File: src/rtl/pc_gen.sv
// Program counter generator: issues sequential fetch requests, applies branch/JALR redirects
// from the branch stage, holds a request stable until accepted, and traps on misaligned targets.
module pc_gen #(
  parameter logic [31:0] RESET_PC = 32'h0000_0000
) (
  input  logic        clk,
  input  logic        rst,
  input  logic        ex_valid,
  input  logic        pc_asrc,
  input  logic        pc_bsrc,
  input  logic [31:0] ex_pc,
  input  logic [31:0] rs1_data,
  input  logic [31:0] imm,
  input  logic        stall,
  output logic        if_req_valid,
  input  logic        if_req_ready,
  output logic [31:0] if_pc,
  output logic        flush,
  output logic        misalign,
  output logic [31:0] misalign_addr
);

  typedef enum logic [1:0] {StIdle, StRun, StPend, StTrap} state_e;

  state_e      state_q, state_d;
  logic [31:0] pc_q, pc_d;
  logic        hold_q, hold_d;
  logic [31:0] pend_q, pend_d;
  logic        mis_q, mis_d;
  logic [31:0] mis_addr_q, mis_addr_d;

  logic        redirect;
  logic        handshake;
  logic [31:0] base;
  logic [31:0] sum;
  logic [31:0] target;
  logic        target_misaligned;

  assign redirect          = ex_valid & pc_asrc;
  assign base              = pc_bsrc ? rs1_data : ex_pc;
  assign sum               = base + imm;
  // JALR targets drop bit 0; bit 1 can still leave the target misaligned.
  assign target            = pc_bsrc ? {sum[31:1], 1'b0} : sum;
  assign target_misaligned = |target[1:0];

  // A held request stays valid through stalls and redirects until it is accepted.
  assign if_req_valid = hold_q | (((state_q == StRun) | (state_q == StPend)) & ~stall);
  assign handshake    = if_req_valid & if_req_ready;

  assign if_pc         = pc_q;
  assign misalign      = mis_q;
  assign misalign_addr = mis_addr_q;

  always_comb begin
    state_d    = state_q;
    pc_d       = pc_q;
    pend_d     = pend_q;
    mis_d      = mis_q;
    mis_addr_d = mis_addr_q;
    flush      = 1'b0;

    if (if_req_ready) begin
      hold_d = 1'b0;
    end else if (if_req_valid) begin
      hold_d = 1'b1;
    end else begin
      hold_d = hold_q;
    end

    case (state_q)
      StIdle: begin
        state_d = StRun;
      end
      StRun: begin
        if (redirect) begin
          flush = 1'b1;
          if (target_misaligned) begin
            mis_d      = 1'b1;
            mis_addr_d = target;
            state_d    = StTrap;
          end else if (if_req_valid && !if_req_ready) begin
            // The outstanding request must keep its address; apply the target after acceptance.
            pend_d  = target;
            state_d = StPend;
          end else begin
            pc_d = target;
          end
        end else if (handshake) begin
          pc_d = pc_q + 32'd4;
        end
      end
      StPend: begin
        if (handshake) begin
          pc_d    = pend_q;
          state_d = StRun;
        end
      end
      StTrap: begin
        state_d = StTrap;
      end
      default: begin
        state_d = StIdle;
      end
    endcase
  end

  always_ff @(posedge clk) begin
    if (rst) begin
      state_q    <= StIdle;
      pc_q       <= RESET_PC;
      hold_q     <= 1'b0;
      pend_q     <= 32'h0000_0000;
      mis_q      <= 1'b0;
      mis_addr_q <= 32'h0000_0000;
    end else begin
      state_q    <= state_d;
      pc_q       <= pc_d;
      hold_q     <= hold_d;
      pend_q     <= pend_d;
      mis_q      <= mis_d;
      mis_addr_q <= mis_addr_d;
    end
  end

endmodule

File: config.mk
export PLATFORM = sky130hd
export DESIGN_NAME = pc_gen
export DESIGN_NICKNAME = d
export VERILOG_FILES = /design/src/rtl/pc_gen.sv
export SDC_FILE = /design/constraint.sdc
export NUM_CORES = 1
export LEC_CHECK = 0
export ABC_AREA = 1
export BUFFER_PORTS_ARGS = -buffer_cell sky130_fd_sc_hd__buf_2
export CAP_MARGIN = 30
export CORE_ASPECT_RATIO = 2
export CORE_MARGIN = 3
export CORE_UTILIZATION = 50
export DETAILED_ROUTE_END_ITERATION = 8
export PLACE_DENSITY = 0.84
export SETUP_SLACK_MARGIN = 0.05
export SYNTH_ARGS = -nofsm -noshare
export SYNTH_HDL_FRONTEND = slang
export SYNTH_SLANG_ARGS = --single-unit
File: constraint.sdc
create_clock -name clk -period 6.2 [get_ports clk]
set_input_delay 0.62 -clock clk [delete_from_list [all_inputs] [get_ports clk]]
set_output_delay 0.62 -clock clk [all_outputs]
set_load 0.1 [all_outputs]
==> run_results.csv, run 1 <==
group,metric,value,unit
sta,finalSetupTns,0,ns
detailed_routing,viasPerCell,5.421,
sta,period_share,57.43,%
worst_setup_path,ff2ff_setup_slack,3.43,ns
place,dp_hpwl,20970,um
worst_setup_path,worstPathMaxFanout,41,
min_path,hp-class,"reg2reg",
sta,finClkSkew,0.006435,ns
global_routing,grt_usage,30.23,%
min_path,holdPathStages,2,
power,finalPower,3.284,mW
detailed_routing,wire_per_inst,15.72,um
job,cap_violations,0,
detailed_routing,drcViolationCount,0,
worst_setup_path,crit_arrival,3.83,ns
yosys,ys_seq_area_share,25.93,%
clock_network,cts_max_level,3,
global_routing,antenna_found_initial,0,
yosys,syn_inst,1284,
yosys,synthFlopType,"dfxtp_1",
min_path,min-delay-start,"pend_q[1]",
sta,setup_violations,0,
clock_network,clk_latency,0.34,ns
power,power.density,366.6,nW/um^2
clock_network,hold_buffers,0,
power,cellLeakagePower,4.918,nW
worst_setup_path,rr_startpoint,"state_q[0]",
sta,maxSlewViolCount,0,
yosys,syn_area_per_cell,6.012,sq um
global_routing,grt-busiest-layer,"met2",
worst_setup_path,crit_path_end_kind,"flop",
die,die_h,181.7,um
global_routing,met3_usage,3.027,%
clock_network,cts_tree,"yes",
finish,drive_gt1_share,15.97,%
yosys,netlist.top_cell.by_area,"dfxtp_1",
clock_network,cts.clk_slew.worst_paths,0.07,ns
yosys,synth.area.top_cells,"dfxtp_1, nand2_1, inv_1",
worst_setup_path,crit_top_cell,"nand2_1",
yosys,synth_fp_nets,1423,
worst_setup_path,slowest_stage,"inv_1",
clock_network,root_buffer,"clkbuf_16",
worst_setup_path,reg2reg_to,"if_pc[20]",
global_routing,grt_pass1_vias,8337,
sta,timing.slew.headroom,40.08,%
clock_network,postCtsSetupRepairBufs,0,
die,dieArea,17060,sq um
yosys,yosysTopAreaCellShare,25.93,%
detailed_routing,ant_nets,0,
finish,fillCellCount,1515,
global_routing,grt_pass1_wl,40740,um
global_routing,use_met2,55.20,%
place,gp_congestion,0.9605,
die,io_pins,170,
worst_setup_path,crit_required,6.47,ns
sta,rsz0062_at_grt,"false",
yosys,synth-seq-cells,100,
detailed_routing,finalWirelength,25610,um
yosys,netlist_area,7720,sq um
worst_setup_path,reg2regPathDepth,12,
finish,area_growth_syn_to_layout,16.05,%
worst_setup_path,path_cells,"buf_2 > inv_2 > nand2_1 > nand2_1 > ha_1 > fa_1 > nor2_8 > nor2_4 > buf_4 > nor2_2 > nand3_2 > inv_1 > o21ai_0 > a21oi_1 > nand2_1 > a21oi_2",
yosys,yosysWarnings,0,
die,die_w,93.86,um
global_routing,overflow,0,
sta,worst_pin_slew,0.8979,ns
detailed_routing,dr.pass1.iters,5,
clock_network,postCtsResizedCells,0,
clock_network,cts_max_path_buffers,2,
power,vdd_ir_drop_max,0.0001565,V
yosys,synthArstFlopShare,0,%
place,io_buffers,169,
worst_setup_path,cp-start-kind,"input pin",
sta,fin_crit,3.561,ns
yosys,synth_edf_count,0,
finish,final_nets,1570,
die,std_cell_rows,63,
clock_network,clock_sinks,100,
global_routing,use_met1,30.43,%
yosys,ys_types,48,
die,core,14980,sq um
worst_setup_path,startpoint,"pc_bsrc",
detailed_routing,vias,8830,
sta,finalHoldViolCount,0,
worst_setup_path,cpPeakStageDelay,0.55,ns
clock_network,cts_made_buffers,9,
worst_setup_path,critPathKind,"in2reg",
global_routing,grt_start_max_net_pins,64,
finish,antenna-diode-count,0,
detailed_routing,drt_iter0_drc,537,
run_status,run_status,"finished clean",
sta,max_freq,0.2808,GHz
die,start_util,51.55,%
min_path,holdPathEnd,"pend_q[1]",
[flip-flops by register name (all words and copies together) (netlist names)]
name,count
hold_q,1
if_pc,32
misalign,1
misalign_addr,32
pend_q,32
state_q,2
[layout make-up]
cell class                 count  area [sq um]  share of cell area, %
multi-input combinational    951          4796                  53.53
sequential                   100          2002                  22.35
timing repair buffer         178         933.4                  10.42
inverter                     191         716.9                  8.003
tap                          195         244.0                  2.723
clock buffer                  10         239.0                  2.668
clock inverter                 4         27.53                 0.3073
[stage by stage]
stage	setup WS, ns	hold WS [ns]	std cells	cell area [sq um]	utilization (%)
3_5_place_dp	2.326	0.4394	1615	8692	58.04
6_report	2.639	0.4465	1629	8959	59.82
3_3_place_gp	2.408	0.4323	1614	8665	57.85
5_1_grt	2.350	0.4599	1629	8959	59.82
4_1_cts	2.646	0.4483	1629	8959	59.82
2_1_floorplan	2.821	0.4251	1284	7720	-
[where the power goes]
group	total, mW	internal (mW)	switching, mW
Sequential	0.898	0.749	0.149
Combinational	1.87	0.417	1.45
Clock	0.515	0.278	0.237
Total	3.28	1.44	1.84
[kinds of logic (layout without fill, tap and decap cells)]
group / Yosys count / count (layout) / synth area share [%]
adder cells (fa/ha/maj): 36 / 36 / 5.932
AND/OR/NAND/NOR: 673 / 673 / 37.94
flip-flops: 100 / 100 / 25.93
XOR/XNOR: 17 / 17 / 1.929
buffers and inverters: 233 / 383 / 11.94
AO/OA/AOI/OAI: 225 / 225 / 16.32
[Yosys cell counts (all sizes together) (11+ instances only)]
cell type  count
a21oi         94
ha            35
nand4         19
dfxtp        100
o21ai         85
nor2         162
clkbuf        21
nand3         79
o211ai        15
xor2          13
nand2        379
nor3          13
o21bai        11
buf           21
inv          189
[cells in the final DEF (no fill, tap or decap), types with 3 or more instances in the layout]
cell	count
nor2_1	148
inv_2	7
dfxtp_1	100
and2_1	8
o21ai_0	81
nand3_2	6
nand2_1	376
o211ai_1	15
o21ai_1	4
inv_1	182
clkbuf_16	9
xor2_1	13
buf_2	169
nand4_1	19
nor3_1	9
nand3b_1	9
o21bai_1	11
a22oi_1	4
a21o_1	3
nor2_4	8
ha_1	35
clkinvlp_4	3
nor2_2	5
nand3_1	72
o31ai_1	3
a21oi_1	93
buf_4	8
xnor2_1	4
[critical path, delay by kind of cell]
family | cells | cell delay [ns]
buffers and inverters | 4 | 1.29
adder cells (fa/ha/maj) | 2 | 0.71
AND/OR/NAND/NOR | 7 | 0.71
AO/OA/AOI/OAI | 3 | 0.46
[worst max path at each step]
stage | endpoint
global placement | if_pc[13]
detailed placement | if_pc[13]
finish | if_pc[20]
global route | if_pc[20]
CTS | if_pc[20]
floorplan | pend_q[24]
[metal layers]
metal  wire, um  up-vias
li1           -     4400
met1       8580     3974
met2      13600      353
met3       1244      103
met4       2180        0
met5          0        -
Note: power is estimated with default switching activity, not from simulation.
==> run 2, diff against run 1 <==
Clock period 6.2 ns to 3.7 ns, I/O delays scaled along.
==> run 2 against run 1 <==
Net effect:
- combinational power up 71%
- total power rose by 78%
- die area unchanged
- wire length grew 5.1%
- via count is 1.5% higher
- highest routed layer unchanged
- largest power group unchanged
- register-to-register slack got worse by 2.3 ns
- largest cell class unchanged
- clock-buffer cell count unchanged
- cell count grew 0.25%
- hold slack got worse by 0.091 ns
- first-iteration DRC count is 15% higher
- worst setup slack got worse by 1.7 ns
- cell area rose by 1.1%
- critical path type unchanged
==> run_results.csv, run 2 (synthesized netlist as in run 1, its figures left out) <==
group,metric,value,unit
clock_network,postCtsResizedCells,0,
die,io_pins,170,
sta,maxSlewViolCount,0,
finish,final_nets,1572,
die,start_util,51.55,%
global_routing,grt_pass1_wl,41660,um
sta,max_freq,0.3602,GHz
sta,fin_ws,0.9239,ns
clock_network,cts_max_level,3,
die,std_cell_rows,63,
worst_setup_path,critPathKind,"in2reg",
global_routing,overflow,0,
die,core,14980,sq um
sta,worst_pin_slew,0.9419,ns
detailed_routing,dr.pass1.iters,5,
finish,area_growth_syn_to_layout,17.31,%
clock_network,clk_latency,0.35,ns
power,p_int,2.647,mW
finish,final_cells,1633,
worst_setup_path,cpPeakStageDelay,0.68,ns
worst_setup_path,worstPathMaxFanout,40,
finish,final_cell_area,9056,sq um
power,p_sw_share,54.65,%
sta,timing.hold.ws,0.3557,ns
place,gp_congestion,0.9920,
detailed_routing,wire_per_inst,16.48,um
global_routing,grt_pass1_vias,8677,
global_routing,grt_start_max_net_pins,64,
power,p_seq_share,26.1,%
sta,setup_violations,0,
clock_network,root_buffer,"clkbuf_16",
finish,antenna-diode-count,0,
worst_setup_path,slowest_stage,"fa_1",
run_status,run_status,"finished clean",
place,placed_cells,1617,
clock_network,cts_made_buffers,9,
job,cap_violations,0,
worst_setup_path,cp-start-kind,"input pin",
detailed_routing,vias,8960,
global_routing,antenna_found_initial,0,
clock_network,cts_tree,"yes",
sta,rsz0062_at_grt,"false",
clock_network,cts.clk_slew.worst_paths,0.07,ns
finish,final_cell_mix,"nand2_1, inv_1, buf_2",
place,io_buffers,169,
worst_setup_path,crit_required,3.94,ns
sta,finalSetupTns,0,ns
power,p_switching,3.190,mW
worst_setup_path,crit_arrival,3.02,ns
sta,fin_crit,2.776,ns
detailed_routing,drcViolationCount,0,
clock_network,postCtsSetupRepairBufs,0,
detailed_routing,finalWirelength,26910,um
sta,finClkSkew,0.01123,ns
power,power.density,644.6,nW/um^2
detailed_routing,viasPerCell,5.487,
place,dp_hpwl,21370,um
sta,period_share,75.03,%
finish,final_core_util,60.47,%
die,dieArea,17060,sq um
power,p_comb_share,54.8,%
clock_network,clock_sinks,100,
power,cellLeakagePower,4.973,nW
power,vdd_ir_drop_max,0.0003700,V
detailed_routing,drt_iter0_drc,617,
sta,finalHoldViolCount,0,
sta,timing.slew.headroom,37.13,%
finish,drive_gt1_share,16.20,%
place,place_ws,0.6019,ns
clock_network,cts_max_path_buffers,2,
clock_network,hold_buffers,0,
finish,final_common_cell,"nand2_1",
detailed_routing,ant_nets,0,
die,die_h,181.7,um
place,dpl_cell_area,8700,sq um
worst_setup_path,crit_path_end_kind,"flop",
power,finalPower,5.837,mW
global_routing,grt_usage,31.03,%
power,clkPwrFrac,19.1,%
min_path,hp-class,"in2reg",
worst_setup_path,path_cells,"buf_2 > inv_2 > nand2_1 > nand2_1 > ha_1 > fa_1 > nor2_8 > nor2_4 > buf_4 > inv_1 > o21ai_0 > inv_1",
die,die_w,93.86,um
==> run 2: area by class of cell <==
| cell class | instances | area (sq um) |
|---|---|---|
| Clock inverter | 6 | 117.6 |
| Fill cell | 1509 | 5921 |
| Timing Repair Buffer | 180 | 940.9 |
| Inverter | 191 | 716.9 |
| Clock buffer | 10 | 239.0 |
| Multi-Input combinational cell | 951 | 4796 |
| Sequential cell | 100 | 2002 |
| Tap cell | 195 | 244.0 |
==> run 2: path summary, 6_finish.rpt <==
kind,slack [ns],cells after the start,startpoint,end
worst max-delay path,0.92,12,pc_bsrc,misalign_addr[28]
worst min-delay path,0.36,4,if_req_ready,hold_q
worst max register to register,1.12,11,state_q[0],if_pc[13]
worst min register to register,0.45,2,pend_q[0],pend_q[0]
==> run 2: worst max-delay path: cells and delay by family <==
family	cells	cell delay (ns)
AO/OA/AOI/OAI	1	0.31
adder cells (fa/ha/maj)	2	0.88
buffers and inverters	5	1.17
AND/OR/NAND/NOR	4	0.29
==> run 2: routing by layer <==
metal	share of wire (%)	GRT usage, %	up-vias
met2	53	57.45	422
met5	0	0	-
li1	-	-	4401
met1	34	29.95	4014
met3	5.2	2.778	123
met4	8.7	25.06	0
==> run 2: power by group through the flow <==
stage | clock network [mW] | registers, mW | logic (mW)
after global placement | 0 | 1.53 | 3.11
after floorplan | 0 | 2.57 | 1.43
after global routing | 1.15 | 1.54 | 3.41
final | 1.12 | 1.52 | 3.20
after CTS | 1.12 | 1.51 | 3.16
after detailed placement | 0 | 1.53 | 3.14
